===== config.mk =====
export PLATFORM = sky130hd
export DESIGN_NAME = seq_detector
export DESIGN_NICKNAME = d
export VERILOG_FILES = /design/src/rtl/seq_detector.sv
export SDC_FILE = /design/constraint.sdc
export NUM_CORES = 1
export LEC_CHECK = 0
export ABC_AREA = 1
export CAP_MARGIN = 20
export CORE_MARGIN = 10
export CORE_UTILIZATION = 51
export CTS_BUF_LIST = sky130_fd_sc_hd__clkbuf_4
export DETAILED_ROUTE_END_ITERATION = 16
export PLACE_DENSITY = 0.85
export RECOVER_POWER = 100
export SLEW_MARGIN = 5
export SYNTH_ARGS = -nofsm -noshare
export SYNTH_HDL_FRONTEND = slang
export SYNTH_SLANG_ARGS = --single-unit
export TNS_END_PERCENT = 5

===== constraint.sdc =====
create_clock -name clk_in -period 1.8 [get_ports clk_in]
set_clock_uncertainty 0.05 [all_clocks]
set_input_delay 0.27 -clock clk_in [delete_from_list [all_inputs] [get_ports clk_in]]
set_output_delay 0.27 -clock clk_in [all_outputs]
set_load 0.1 [all_outputs]

===== src/rtl/seq_detector.sv =====
// rtl/seq_detector.sv - serial pattern detector with saturating match counter and sticky LED
// Samples din on each step strobe into an N-bit history and flags matches against PATTERN.
module seq_detector #(
  parameter int           N       = 4,
  parameter logic [N-1:0] PATTERN = 4'b1101,
  parameter bit           OVERLAP = 1'b1
) (
  input  logic         clk_in,
  input  logic         rst,
  input  logic         step,
  input  logic         din,
  input  logic         clear,
  output logic         detect,
  output logic         match_led,
  output logic [7:0]   match_count,
  output logic [3:0]   fill,
  output logic [N-1:0] hist
);

  localparam logic [3:0] FULL = 4'(N);

  logic [N-1:0] hist_q, hist_d;
  logic [3:0]   fill_q, fill_d;
  logic [7:0]   count_q;
  logic         detect_q;
  logic         led_q;
  logic         match;

  // History and fill as they would be after the current sample is taken.
  always_comb begin
    hist_d = {hist_q[N-2:0], din};
    fill_d = (fill_q == FULL) ? fill_q : fill_q + 4'd1;
    match  = (fill_d == FULL) && (hist_d == PATTERN);
  end

  always_ff @(posedge clk_in or negedge rst) begin
    if (!rst) begin
      hist_q   <= '0;
      fill_q   <= '0;
      count_q  <= '0;
      detect_q <= 1'b0;
      led_q    <= 1'b0;
    end else if (clear) begin
      hist_q   <= '0;
      fill_q   <= '0;
      count_q  <= '0;
      detect_q <= 1'b0;
      led_q    <= 1'b0;
    end else if (step) begin
      hist_q   <= hist_d;
      detect_q <= match;
      if (match) begin
        led_q   <= 1'b1;
        count_q <= (count_q == 8'hFF) ? count_q : count_q + 8'd1;
        // Non-overlapping mode forces a full refill before the next match.
        fill_q  <= OVERLAP ? fill_d : 4'd0;
      end else begin
        fill_q  <= fill_d;
      end
    end else begin
      detect_q <= 1'b0;
    end
  end

  assign hist        = hist_q;
  assign fill        = fill_q;
  assign match_count = count_q;
  assign detect      = detect_q;
  assign match_led   = led_q;

endmodule


==> flow_metrics.py, run 1 <==
metrics = {
    "synth": {
        "yosysTopAreaCell": "dfrtp_1",
        "yosysMostFrequentCell": "nand2_1",
        "synthAdderAreaFrac_pct": 3.731,
        "syn_area_mm2": 0.001006,
        "syn_avg_cell_area_um2": 7.984,
        "synth_mux_area_share_pct": 0,
        "synth_top_area_share_pct": 44.78,
        "synth_top_family_by_area": "simple AND/OR/NAND/NOR gates",
        "synth_compound_area_share_pct": 6.219,
        "synth_warnings": 0,
        "synth_fp_nets": 134,
        "seq_area_frac_synth_pct": 44.78,
        "synth_common_cells": "34 x nand2_1, 18 x dfrtp_1, 16 x nand3_1",
        "ys_ff_latch": 18,
        "synth-simple-area-share_pct": 35.82,
        "syn_inst": 126,
        "synth_ff_type": "dfrtp_1",
        "synth_top_cells_by_area": "dfrtp_1 45%, nand2_1 13%, nand3_1 8.0%",
        "synthDistinctLibCells": 22,
        "synth_edf_count": 0,
        "async_reset_ff_share_pct": 100.0,
        "synth-xor-area-share_pct": 3.483,
    },
    "route": {
        "wl_um": 2830,
        "dr.pass1.iters": 5,
        "drt-wirelength-per-cell_um": 15.46,
        "drtIter0Drc": 43,
        "drc": 0,
        "via_per_inst": 5.552,
        "vias": 1016,
        "ant_nets": 0,
    },
    "placement": {
        "port_buffers": 22,
        "dpl.cell_count": 176,
        "gp_congestion": 0.8204,
        "hpwl_um": 1964,
        "placed_area_mm2": 0.001488,
    },
    "worst_setup_path": {
        "crit_family": "simple AND/OR/NAND/NOR gates",
        "crit_chain": "inv_4, ha_4, nand2_4, nor2_4, nor2_2, nor2_4, nand4_4, nand2_4, nand2_1, nand2_1",
        "startpoint": "fill[0]",
        "cp_slowest_cell": "dfrtp_4",
        "end_kind": "flop",
        "r2r-end": "match_count[4]",
        "path_buf_inv": 1,
        "slowest_delay_ps": 520,
        "reg2reg_from": "fill[0]",
        "crit_fanout": 8,
        "required_ps": 2000,
        "r2r_setup_slack_ps": 50,
        "crit_arrival_ps": 1950,
        "critical_path_class": "reg2reg",
        "reg2reg_depth": 10,
        "critPathLaunchType": "flop",
    },
    "global_routing": {
        "grt_pass1_vias": 971,
        "overflow": 0,
        "track_usage_pct": 13.17,
        "antenna_found_initial": 0,
        "grt_first_pass_wirelength_um": 4464,
        "grt_max_degree": 19,
    },
    "floorplanning": {
        "ioPinCount": 23,
        "start_util_pct": 52.34,
        "placementRows": 16,
        "die_w_um": 64.41,
        "dieArea_mm2": 0.004149,
        "core-area_mm2": 0.001922,
        "die_h_um": 64.41,
    },
    "clock_network": {
        "clockBufferDepth": 2,
        "hold_buffers": 0,
        "cts_tree": "done",
        "insertion_delay_ps": 310,
        "clock-root-buffer": "clkbuf_4",
        "cts.clk_slew.worst_paths_ps": 110,
        "htreeDepth": 1,
        "clkSinkCount": 18,
        "cts_buffers": 3,
    },
    "hold_path": {
        "hold_path_class": "reg2reg",
        "hold_end": "match_led",
        "holdPathStages": 2,
        "hp-start": "match_led",
    },
    "power": {
        "sequentialPowerShare_pct": 45.8,
        "peakVddDrop_mv": 0.5763,
        "p_leak_uw": 0.0006387,
        "p_switching_uw": 366.0,
        "intPower_uw": 618.7,
        "combinationalPowerShare_pct": 29.9,
        "pwr_density_cell_mw_per_mm2": 678.5,
        "clockPowerShare_pct": 24.2,
        "swShare_pct": 37.17,
    },
    "sta": {
        "setup_violations": 0,
        "slew_headroom_pct": 34.95,
        "worst_pin_slew_ps": 975.7,
        "fmax_mhz": 570.2,
        "maxSlewViolCount": 0,
        "period_share_pct": 97.44,
        "report.final.hold_viol_count": 0,
        "hold_ws_ps": 498.6,
        "fin_crit_ps": 1754,
    },
    "outcome": {
        "status": "complete, no violations",
    },
    "layout": {
        "fin_cells": 183,
        "final_area_mm2": 0.001451,
        "num_antenna_cells": 0,
        "fillers": 139,
        "drive_above_1_share_pct": 33.33,
        "syn2layout_area_growth_pct": 44.28,
        "nets": 165,
    },
    "job": {
        "drv_cap": 0,
    },
}
stage by stage:
stage	setup TNS, ps	power, uW	setup slack [ps]	utilization (%)
floorplan	0	638.1	9.113	-
global placement	0	753.5	95.95	77.41
detailed placement	0	760.1	18.25	77.41
CTS	0	994.1	29.00	78.97
global route	-105.0	1015	-43.98	75.52
finish	0	984.7	46.09	75.52
worst max-delay path by stage:
stage	cells after the start	slack, ps	endpoint
4_1_cts	9	30	match_count[6]
5_1_grt	10	-40	match_count[4]
6_report	10	50	match_count[4]
3_5_place_dp	9	20	match_count[6]
3_3_place_gp	9	100	match_count[2]
2_1_floorplan	9	9	match_count[2]
metal layers:
layer  track usage [%]  vias to the layer above  share of wire, %
met5                 0                        -                 0
met4             7.219                        0               2.4
met3             1.890                        5               4.7
met2             23.15                       46                53
met1             14.92                      492                40
li1                  -                      473                 -
area by class of cell:
| type | count | area (um^2) | area share, % |
|---|---|---|---|
| Multi-Input combinational cell | 93 | 541.8 | 37.33 |
| Sequential cell | 18 | 465.4 | 32.07 |
| Timing Repair Buffer | 27 | 325.3 | 22.41 |
| Inverter | 14 | 55.05 | 3.793 |
| Tap cell | 27 | 33.78 | 2.328 |
| Clock buffer | 4 | 30.03 | 2.069 |
registers in the layout, summed over array words and instances (netlist names):
name and cells:
match_count 8, fill 4, hist 4, detect 1, match_led 1
timing repair:
| action | 4_1_cts | 5_1_grt |
|---|---|---|
| pin swaps | 0 | 4 |
| buffers inserted | 0 | 2 |
| endpoints found under the setup margin | 2 | 8 |
| resized for setup | 1 | 8 |
| cloned | 0 | 1 |
layout by cell type, fill, tap and decap left out, types with 3 or more instances in the layout:
cell	netlist	layout
nand3_1	16	16
clkbuf_2	0	7
inv_2	2	3
nand2_2	2	3
o21ai_0	4	3
nor2_4	2	3
dfrtp_2	0	6
inv_1	12	10
clkbuf_4	0	4
o22ai_1	4	4
dfrtp_1	18	10
nor2_1	13	12
nand2_1	34	32
buf_12	0	11
buf_4	0	3
power by group through the flow:
stage	clock [uW]	sequential (uW)	combinational, uW
finish	239	451	295
global route	247	454	313
CTS	241	452	301
detailed placement	0	460	300
global placement	0	460	294
floorplan	0	571	67.4
worst min-delay path, cell delays in order, from the launching register on:
cell	delay (ps)
dfrtp_1	390
inv_1	60
a21oi_1	60
kinds of logic (layout without fill, tap and decap cells):
kind of cell / Yosys count / in the layout
simple gates: 74 / 75
flops: 18 / 18
fa+ha+maj: 3 / 3
buf+inv: 16 / 45
xor+xnor: 4 / 4
compound gates: 11 / 11
(Power assumes the default switching activity.)
==> run 2, diff against run 1 <==
RECOVER_POWER = unset   (was 100)
==> flow_metrics.py, run 2 (synthesis gave the netlist of run 1 again) <==
metrics = {
    "sta": {
        "fin_crit_ps": 1756,
        "period_share_pct": 97.53,
        "slew_headroom_pct": 67.51,
        "setup_violations": 0,
        "worst_slack_ps": 44.46,
        "worst_pin_slew_ps": 486.8,
        "report.final.hold_viol_count": 0,
        "maxSlewViolCount": 0,
        "fmax_mhz": 569.6,
    },
    "placement": {
        "port_buffers": 22,
        "gp_congestion": 0.8204,
        "hpwl_um": 1964,
        "dp_slack_ps": 18.25,
    },
    "floorplanning": {
        "placementRows": 16,
        "dieArea_mm2": 0.004149,
        "core-area_mm2": 0.001922,
        "ioPinCount": 23,
        "die_h_um": 64.41,
        "start_util_pct": 52.34,
        "die_w_um": 64.41,
    },
    "layout": {
        "nets": 165,
        "final_common_cell": "nand2_1",
        "most-common-layout-cells": "32 x nand2_1, 18 x buf_12, 16 x nand3_1",
        "drive_above_1_share_pct": 37.18,
        "largest_reg_flops": 8,
        "final_util_pct": 81.64,
        "num_antenna_cells": 0,
        "syn2layout_area_growth_pct": 55.97,
    },
    "power": {
        "swShare_pct": 36.60,
        "power.total_uw": 1005,
        "pwr_density_cell_mw_per_mm2": 640.7,
        "combinationalPowerShare_pct": 31.1,
        "p_switching_uw": 367.9,
        "clockPowerShare_pct": 23.6,
        "intPower_uw": 637.3,
        "p_leak_uw": 0.0006649,
        "sequentialPowerShare_pct": 45.2,
        "peakVddDrop_mv": 0.6129,
    },
    "route": {
        "drtIter0Drc": 36,
        "drt-wirelength-per-cell_um": 15.26,
        "ant_nets": 0,
        "via_per_inst": 5.541,
        "drc": 0,
        "vias": 1014,
        "wl_um": 2792,
        "dr.pass1.iters": 4,
    },
    "worst_setup_path": {
        "crit_path_end": "match_count[4]",
        "r2r-end": "match_count[4]",
        "required_ps": 2000,
        "end_kind": "flop",
        "critPathLaunchType": "flop",
        "r2r_setup_slack_ps": 40,
        "reg2reg_depth": 10,
        "startpoint": "fill[0]",
        "reg2reg_from": "fill[0]",
        "crit_arrival_ps": 1950,
        "crit_fanout": 8,
        "critical_path_class": "reg2reg",
    },
    "global_routing": {
        "track_usage_pct": 13.17,
        "grt_first_pass_wirelength_um": 4464,
        "grt_max_degree": 19,
        "overflow": 0,
        "grt_pass1_vias": 971,
        "antenna_found_initial": 0,
    },
    "clock_network": {
        "clock-root-buffer": "clkbuf_4",
        "cts_tree": "done",
        "htreeDepth": 1,
        "cts_buffers": 3,
        "cts.clk_slew.worst_paths_ps": 110,
        "clockBufferDepth": 2,
        "insertion_delay_ps": 310,
        "clkSinkCount": 18,
    },
    "outcome": {
        "status": "complete, no violations",
    },
    "job": {
        "drv_cap": 0,
    },
    "hold_path": {
        "hold_path_class": "in2async",
    },
}
==> run 2: cell count changes in the layout (fill, tap and decap cells not counted), moves of 4 or more <==
cell	change
buf_12	+7
clkbuf_2	-7
dfrtp_1	-4
dfrtp_2	+4
==> run 2: per-stage QoR <==
step	instances	setup TNS, ps	cell area (um^2)	hold slack [ps]
2_1_floorplan	126	0	1039	-75.59
3_3_place_gp	176	0	1488	503.3
3_5_place_dp	176	0	1488	511.5
4_1_cts	180	0	1518	228.8
5_1_grt	183	-134.0	1569	252.0
6_report	183	0	1569	219.5
==> run 2: critical path: stages, from the launching register on <==
cell and delay (ps):
dfrtp_4 530, inv_4 90, ha_4 140, nand2_4 60
nor2_4 130, nor2_2 80, nor2_4 160, nand4_4 150
nand2_4 150, nand2_1 80, nand2_1 70
==> run 2: repair_timing <==
action / 4_1_cts / 5_1_grt
setup buffers: 0 / 2
gates resized for setup: 1 / 8
hold buffers: 0 / 0
endpoints found under the hold margin: 0 / 0
pin swaps: 0 / 4
cloned: 0 / 1
endpoints found under the setup margin: 2 / 8
==> run 2: metal layers <==
| metal | share of wire [%] | global-route usage [%] | routed length [um] |
|---|---|---|---|
| met1 | 39 | 14.92 | 1080 |
| met2 | 54 | 23.15 | 1502 |
| met3 | 4.9 | 1.890 | 138 |
| met4 | 2.5 | 7.219 | 70 |
| met5 | 0 | 0 | 0 |
==> run 2: how the worst min path moves through the flow <==
stage | slack [ps] | cells past startpoint | end | start
3_3_place_gp | 500 | 2 | match_led | match_led
5_1_grt | 250 | 2 | hist[0] | rst
2_1_floorplan | -80 | 0 | detect | rst
3_5_place_dp | 510 | 2 | match_led | match_led
6_report | 220 | 2 | hist[3] | rst
4_1_cts | 230 | 2 | hist[0] | rst
==> run 2: power by group through the flow <==
stage	clock network, uW	logic (uW)	registers [uW]
2_1_floorplan	0	67.4	571
3_3_place_gp	0	294	460
3_5_place_dp	0	300	460
4_1_cts	241	301	452
5_1_grt	247	331	458
6_report	238	313	454
==> run 2: area by class of cell <==
class / instances / area, um^2
fill: 121 / 352.8
inverter: 14 / 55.05
tap: 27 / 33.78
clock buffer: 4 / 30.03
timing repair buffer: 27 / 437.9
sequential: 18 / 470.5
multi-input combinational: 93 / 541.8
==> run 3, diff against run 2 <==
CAP_MARGIN = 10   (was 20)
==> results of run 3 <==
The final DEF is identical to that of run 2; final timing and power are the same.
